===== config.mk =====
export PLATFORM = sky130hd
export DESIGN_NAME = pb_conditioner
export DESIGN_NICKNAME = d
export VERILOG_FILES = /design/src/rtl/pb_conditioner.sv
export SDC_FILE = /design/constraint.sdc
export NUM_CORES = 1
export LEC_CHECK = 0
export CAP_MARGIN = 40
export CORE_ASPECT_RATIO = 2
export CORE_UTILIZATION = 47
export DETAILED_ROUTE_END_ITERATION = 7
export GPL_TIMING_DRIVEN = 0
export PLACE_DENSITY_LB_ADDON = 0.2
export SYNTH_ARGS = -nofsm -noshare
export SYNTH_HDL_FRONTEND = slang
export SYNTH_SLANG_ARGS = --single-unit

===== constraint.sdc =====
create_clock -name CLK_50 -period 4 [get_ports CLK_50]
set_input_delay 0.8 -clock CLK_50 [delete_from_list [all_inputs] [get_ports CLK_50]]
set_output_delay 0.8 -clock CLK_50 [all_outputs]
set_load 0.05 [all_outputs]

===== src/rtl/pb_conditioner.sv =====
// Conditions the two raw sequence-select pushbuttons into debounced levels and one-cycle
// step pulses, with optional auto-repeat and a lockout so up and down never pulse together.
module pb_conditioner #(
  parameter int unsigned DEBOUNCE_CYCLES = 1000000,
  parameter int unsigned HOLD_CYCLES     = 25000000,
  parameter int unsigned REPEAT_CYCLES   = 5000000,
  parameter bit          REPEAT_EN       = 1'b1,
  parameter bit          ACTIVE_LOW      = 1'b1
) (
  input  logic CLK_50,
  input  logic reset,
  input  logic pb_up_raw,
  input  logic pb_dn_raw,
  output logic pb_seq_up,
  output logic pb_seq_dn,
  output logic pb_up_level,
  output logic pb_dn_level
);

  localparam int unsigned MaxDh     = (DEBOUNCE_CYCLES > HOLD_CYCLES) ? DEBOUNCE_CYCLES
                                                                      : HOLD_CYCLES;
  localparam int unsigned MaxCycles = (MaxDh > REPEAT_CYCLES) ? MaxDh : REPEAT_CYCLES;
  localparam int unsigned CntW      = $clog2(MaxCycles) + 1;

  localparam logic [CntW-1:0] DebTerm  = CntW'(DEBOUNCE_CYCLES - 1);
  localparam logic [CntW-1:0] HoldTerm = CntW'(HOLD_CYCLES - 1);
  localparam logic [CntW-1:0] RptTerm  = CntW'(REPEAT_CYCLES - 1);

  typedef enum logic [1:0] {StIdle, StHeld, StRpt} state_e;

  // Channel 0 is the up key, channel 1 the down key.
  logic [1:0] raw;
  logic [1:0] level;
  logic [1:0] pulse;

  assign raw = {pb_dn_raw, pb_up_raw};

  for (genvar i = 0; i < 2; i++) begin : g_ch
    logic            sync1_q;
    logic            sync2_q;
    logic            s_q;
    logic            level_q;
    logic            pulse_q;
    logic            fire;
    logic [CntW-1:0] cnt_q;
    logic [CntW-1:0] rcnt_q;
    logic [CntW-1:0] rcnt_d;
    state_e          state_q;
    state_e          state_d;

    always_ff @(posedge CLK_50) begin
      if (reset) begin
        sync1_q <= ACTIVE_LOW;
        sync2_q <= ACTIVE_LOW;
        s_q     <= 1'b0;
        level_q <= 1'b0;
        cnt_q   <= '0;
        rcnt_q  <= '0;
        state_q <= StIdle;
        pulse_q <= 1'b0;
      end else begin
        sync1_q <= raw[i];
        sync2_q <= sync1_q;
        s_q     <= sync2_q ^ ACTIVE_LOW;
        // Any sample matching the accepted level throws away the accumulated count.
        if (s_q != level_q) begin
          if (cnt_q == DebTerm) begin
            level_q <= s_q;
            cnt_q   <= '0;
          end else begin
            cnt_q <= cnt_q + 1'b1;
          end
        end else begin
          cnt_q <= '0;
        end
        state_q <= state_d;
        rcnt_q  <= rcnt_d;
        // Suppressed pulses are dropped; the FSM has already moved on.
        pulse_q <= fire & ~level[1-i];
      end
    end

    always_comb begin
      state_d = state_q;
      rcnt_d  = rcnt_q;
      fire    = 1'b0;
      case (state_q)
        StIdle: begin
          if (level_q) begin
            state_d = StHeld;
            rcnt_d  = '0;
            fire    = 1'b1;
          end
        end
        StHeld: begin
          if (!level_q) begin
            state_d = StIdle;
          end else if (REPEAT_EN) begin
            if (rcnt_q == HoldTerm) begin
              state_d = StRpt;
              rcnt_d  = '0;
              fire    = 1'b1;
            end else begin
              rcnt_d = rcnt_q + 1'b1;
            end
          end
        end
        StRpt: begin
          if (!level_q) begin
            state_d = StIdle;
          end else if (rcnt_q == RptTerm) begin
            rcnt_d = '0;
            fire   = 1'b1;
          end else begin
            rcnt_d = rcnt_q + 1'b1;
          end
        end
        default: state_d = StIdle;
      endcase
    end

    assign level[i] = level_q;
    assign pulse[i] = pulse_q;
  end

  assign pb_seq_up   = pulse[0];
  assign pb_seq_dn   = pulse[1];
  assign pb_up_level = level[0];
  assign pb_dn_level = level[1];

endmodule


### Yosys cells after proc, flatten, opt, wreduce, memory -nomap -nowiden

Index checks and enable logic that the tools add are counted.

| storage, ports and cells | value |
|---|---|
| register bits after elaboration | 118 |
| latch bits | 0 |
| memory bits (writable) | 0 |
| memory bits (read-only) | 0 |
| input bits | 4 |
| output and inout port bits | 4 |
| logic and storage cells | 96 |
| memories | 0 |

| operators by class | value |
|---|---|
| add/sub/neg operators | 4 |
| $mul | 0 |
| div/mod/pow operators | 0 |
| magnitude comparators | 0 |
| equal/unequal tests | 22 |
| shifts and indexed selects | 0 |
| muxes and demuxes | 34 |
| bitwise logic cells | 8 |
| reductions and logical operators | 12 |

Operator list:

| cell | count |
|---|---|
| 26-bit 2-to-1 mux | 10 |
| 26-bit case mux with 3 select lines | 2 |
| 26-bit by 1-bit adder with 26-bit output, second input constant | 4 |
| 26-bit by 20-bit equality test with 1-bit output, second input constant | 2 |
| 26-bit by 23-bit equality test with 1-bit output, second input constant | 2 |
| 26-bit by 25-bit equality test with 1-bit output, second input constant | 2 |
| 2-bit 2-to-1 mux | 8 |
| 2-bit inequality test, second input constant | 8 |
| 2-bit case mux with 3 select lines | 2 |
| 1-bit 2-to-1 mux | 10 |
| 4-bit AND reduction | 2 |
| 3-bit inequality test, second input constant | 2 |
| 1-bit inverter | 6 |
| 1-bit case mux with 3 select lines | 2 |
| 3-bit AND reduction | 2 |
| 3-bit nonzero test | 2 |
| 3-bit OR reduction | 2 |
| 2-bit by 1-bit equality test with 1-bit output, second input constant | 2 |
| 2-bit equality test, second input constant | 2 |
| 2-bit zero test | 2 |
| 2-bit AND reduction | 2 |
| 1-bit bitwise AND | 2 |
| 1-bit inequality test | 2 |

### Depth between registers and ports, before layout

| logic depth | value |
|---|---|
| depth after elaboration | 5 |
| mapped depth | 9 |
| depth with buffers taken out | 8 |

### Worst setup path before layout

No wires, ideal clock.

| timing | value |
|---|---|
| path type | reg-to-reg |
| from | register g_ch[0].state_q[0] |
| to | register g_ch[0].rcnt_q[18] |
| setup time | 0.117 ns |
| arrival | 2.086 ns |
| required time | 3.883 ns |
| path slack | 1.797 ns |
| stages on the path, launching flop included | 10 |
| buffers on the path | 1 |
| period minus slack after synthesis | 2.203 ns |
| cells stage by stage | dfxtp_1 > inv_1 > ha_1 > or3_1 > a21oi_1 > and3_1 > clkbuf_1 > nand4_1 > xor2_1 > nor2_1 |

| on the way | value |
|---|---|
| cells in the longest elaborated chain, start to end | 3 |
| elaborated cells on any way between the ends | 9 |
| classes of those cells | eq/ne: 5; mux: 1; reduce/logical: 3 |

Ends and longest elaborated chain:

| element | RTL line | text |
|---|---|---|
| from (decl) | 48 | `state_e state_q;` |
| from (signal assigned) | 59 | `state_q <= StIdle;` |
| from (signal assigned) | 76 | `state_q <= state_d;` |
| 2-bit by 1-bit equality test with 1-bit output, or another cell as far along | 87 | `case (state_q)` |
| 2-bit inequality test (no source line) or 3-bit nonzero test (tied branches) | -- |  |
| 4-bit AND reduction (no source line) | -- |  |
| to (signal assigned) | 77 | `rcnt_q <= rcnt_d;` |
| to (decl) | 46 | `logic [CntW-1:0] rcnt_q;` |

Several ways; a longest one is shown, not always the timed one.
A chain may end at the register's enable or synchronous reset.

### Worst setup path in the final report

| timing | value |
|---|---|
| from | register g_ch[0].rcnt_q[1] |
| to | register g_ch[0].rcnt_q[13] |

| on the way | value |
|---|---|
| cells in the longest elaborated chain, start to end | 4 |
| elaborated cells on any way between the ends | 8 |
| classes of those cells | add/sub: 1; eq/ne: 2; mux: 5 |

Ends and longest elaborated chain:

| element | RTL line |
|---|---|
| 26-bit by 1-bit adder with 26-bit output, or another cell as far along | 104, 115 |
| 26-bit 2-to-1 mux (on tied branches) | 111, 99 |
| 26-bit 2-to-1 mux (on tied branches) | 109, 96 |
| 26-bit case mux with 3 select lines * | 87 |

Every way passes the cells marked *; elsewhere a longest branch is shown, timed or not. The select of a mux whose other input is x is not followed.

==> metrics.cfg <==
[critical_path]
crit_slowest_cell = o211ai_1
reg2reg_slack_ns = 1.25
worst_setup_path_start_kind = flop
crit_type = flop to flop
cp_common_cell = nor2_1
required_ns = 4.30
reg2reg_from = g_ch[0].rcnt_q[1]$_SDFFE_PP0P_
crit_fanout = 10
setup.worst_path.end_class = flop
path_cells = ha_1 > and4b_1 > nand4_1 > o211ai_1 > nand2_1 > nor2_1 > buf_2 > nor2_1
reg2reg_depth = 8
crit_path_max_incr_delay_ns = 0.56
worstPathArrival_ns = 3.05
worstReg2RegEnd = g_ch[0].rcnt_q[13]$_SDFFE_PP0P_

[worst_hold_path]
min_from = g_ch[0].sync2_q$_SDFF_PP1_
hold_depth = 1
hold_class = flop to flop
hold_end = g_ch[0].s_q$_SDFF_PP0_

[synth]
synth_compound_area_share_pct = 7.687
ys_warn_count = 0
ys_seq_elements = 118
synth_xor_area_share_pct = 12.43
ys.flop_type = dfxtp_1
ys_types = 61
synth_cells = 647
yosys.area_share.simple_pct = 31.11
synth_fp_nets = 663
synthArstFlopShare_pct = 0
synth_common_cells = dfxtp_1, nor2_1, xor2_1, nand2_1, nand3_1
yosys-top-cells-area = dfxtp_1, xor2_1, nor2_1
synth_top_area_share_pct = 42.44
synth_fa_ha_area_share_pct = 2.697
synth_most_common_cell = dfxtp_1
synth_area_leader_cell = dfxtp_1
ys_seq_area_share_pct = 42.44
netlist_area_mm2 = 0.005567
syn_avg_cell_area_um2 = 8.604
synth_top_family_by_area = simple AND/OR/NAND/NOR gates
muxShareOfSynthArea_pct = 1.124
synth_edf_count = 0

[timing]
fin_crit_ns = 2.751
setup-violations-final = 0
tns_ns = 0
fin_crit_sh_pct = 68.79
finalHoldViolations = 0
fin_ws_ns = 1.249
tightest_slew_ns = 0.6925
slew_headroom_pct = 53.48
hold_slack_ns = 0.3719
rsz0062_at_grt = false
max_freq_ghz = 0.3634
clock_skew_ns = 0.007573
slew_viol_final = 0

[clock_tree]
clkTransAtPathRegs_ns = 0.05
htreeDepth = 4
cts.repair.resized = 0
clockBufferDepth = 2
numCtsBuffers = 17
cts_sinks = 118
cts_tree = yes
cts_root_buf = clkbuf_16
postCtsSetupBuffers = 0
cts.hold.buffers_added = 0
clock_latency_ns = 0.41

[power]
switching_share_pct = 20.33
power_density_mw_per_mm2 = 420.3
p_leak_nw = 2.234
p_int_mw = 2.141
peakVddDrop_v = 0.0003783
p_switching_mw = 0.5461
clkPwrFrac_pct = 55.1
p_seq_share_pct = 43.9
combPwrFrac_pct = 1.0

[cells_and_area]
syn_to_final_growth_pct = 14.83
fin_util_pct = 55.96
fillers = 1077
stdcell_area_mm2 = 0.006392
finish.net_count = 690
n_antenna_cell = 0
drive_gt1_share_pct = 7.591

[routing]
routed_via_density = 5.632
ant_nets = 0
wl_um = 12200
num_vias = 4658
drtIter0Drc = 161
drc = 0
wl_per_cell_um = 14.75
drt_first_pass_iters = 4

[global_route]
grt_max_degree = 17
grt_pass1_wl_um = 21130
grtUsageTotal_pct = 21.76
busiest_layer = met2
grt_pass1_vias = 4770
gr-usage-met3_pct = 6.257
grtUsageMet1_pct = 21.47
antenna_found_initial = 0
grt_util_met2_pct = 40.87
grt_overflow = 0

[placed_design]
post-place-ws_ns = 1.059
dpl.hpwl_um = 8797
portBuffers = 7
place_congestion = 0.8436
placed_area_mm2 = 0.005819

[outcome]
outcome = complete, no violations

[floorplan]
initial_utilization_pct = 48.73
die_y_um = 155.9
core-area_mm2 = 0.01142
num_rows = 55
fp.dieW_um = 78.96
die_area_mm2 = 0.01231
io_pins = 8

[job]
drv_cap = 0

==> power groups by stage <==
stage | registers [mW] | logic [mW] | clock network (mW)
3_3_place_gp | 1.20 | 0.0270 | 0
6_report | 1.18 | 0.0269 | 1.48
3_5_place_dp | 1.20 | 0.0274 | 0
5_1_grt | 1.18 | 0.0299 | 1.57
4_1_cts | 1.18 | 0.0275 | 1.50
2_1_floorplan | 1.20 | 0.0171 | 0
==> sequential cells by signal, summed over array words and instances (netlist names) <==
name,count
g_ch.sync2_q,2
g_ch.sync1_q,2
pb_seq_up,1
pb_up_level,1
g_ch.state_q,4
g_ch.cnt_q,52
pb_seq_dn,1
pb_dn_level,1
g_ch.s_q,2
g_ch.rcnt_q,52
==> final cells by class <==
type / count / area (µm²) / share of cell area, %
multi-input cells: 496 / 3064 / 47.94
flip-flops and latches: 118 / 2362 / 36.95
clock buffers: 21 / 470.5 / 7.360
well taps: 142 / 177.7 / 2.779
clock inverters: 9 / 102.6 / 1.605
plain buffers: 16 / 76.32 / 1.194
repair buffers: 8 / 75.07 / 1.174
inverters: 17 / 63.81 / 0.9982
==> per-stage QoR <==
stage	std cells	power, mW
3_3_place_gp	796	1.232
3_5_place_dp	797	1.232
6_report	827	2.687
2_1_floorplan	647	1.222
5_1_grt	827	2.775
4_1_cts	827	2.707
==> cell families (layout without fill, tap and decap cells) <==
| logic type | Yosys count | in the layout |
|---|---|---|
| XOR/XNOR | 79 | 79 |
| flip-flops | 118 | 118 |
| multiplexers | 6 | 6 |
| AND/OR/NAND/NOR | 338 | 338 |
| buffers and inverters | 33 | 71 |
| adder cells (fa/ha/maj) | 12 | 12 |
| AO/OA/AOI/OAI | 61 | 61 |
==> per-layer routing <==
metal / routed length [µm] / up-vias / share of wire (%)
met5: 0 / - / 0
met4: 268 / 0 / 2.2
met3: 406 / 24 / 3.3
met2: 6773 / 77 / 56
met1: 4749 / 2240 / 39
li1: - / 2317 / -
==> how the worst max path moves through the flow <==
stage | startpoint | endpoint | slack (ns) | cells past startpoint
global placement | reset | g_ch[1].cnt_q[10]$_SDFF_PP0_ | 1.08 | 6
floorplan | g_ch[0].state_q[0]$_SDFFE_PP0P_ | g_ch[0].rcnt_q[18]$_SDFFE_PP0P_ | 1.80 | 9
finish | g_ch[0].rcnt_q[1]$_SDFFE_PP0P_ | g_ch[0].rcnt_q[13]$_SDFFE_PP0P_ | 1.25 | 8
global route | g_ch[0].rcnt_q[0]$_SDFFE_PP0P_ | g_ch[0].rcnt_q[13]$_SDFFE_PP0P_ | 0.97 | 8
detailed placement | reset | g_ch[1].cnt_q[21]$_SDFF_PP0_ | 1.06 | 6
CTS | g_ch[0].rcnt_q[0]$_SDFFE_PP0P_ | g_ch[0].rcnt_q[22]$_SDFFE_PP0P_ | 1.24 | 8
==> placed cells by master, fill, tap and decap left out, drive strengths merged, types with 12 or more instances in the layout <==
master / instances
dfxtp: 118
nor2: 117
xor2: 56
nand2: 55
nand3: 41
clkbuf: 31
nand4: 28
xnor2: 23
and3: 20
inv: 16
a21oi: 13
ha: 12
==> worst max-delay path, delay by kind of cell (launching register included) <==
| family | cells | cell delay, ns |
|---|---|---|
| buffers and inverters | 1 | 0.27 |
| adders and majority gates | 1 | 0.27 |
| DFF | 1 | 0.40 |
| and+or+nand+nor | 5 | 1.13 |
| AOI/OAI and AO/OA | 1 | 0.56 |
Power figures use the tool's default switching activity.
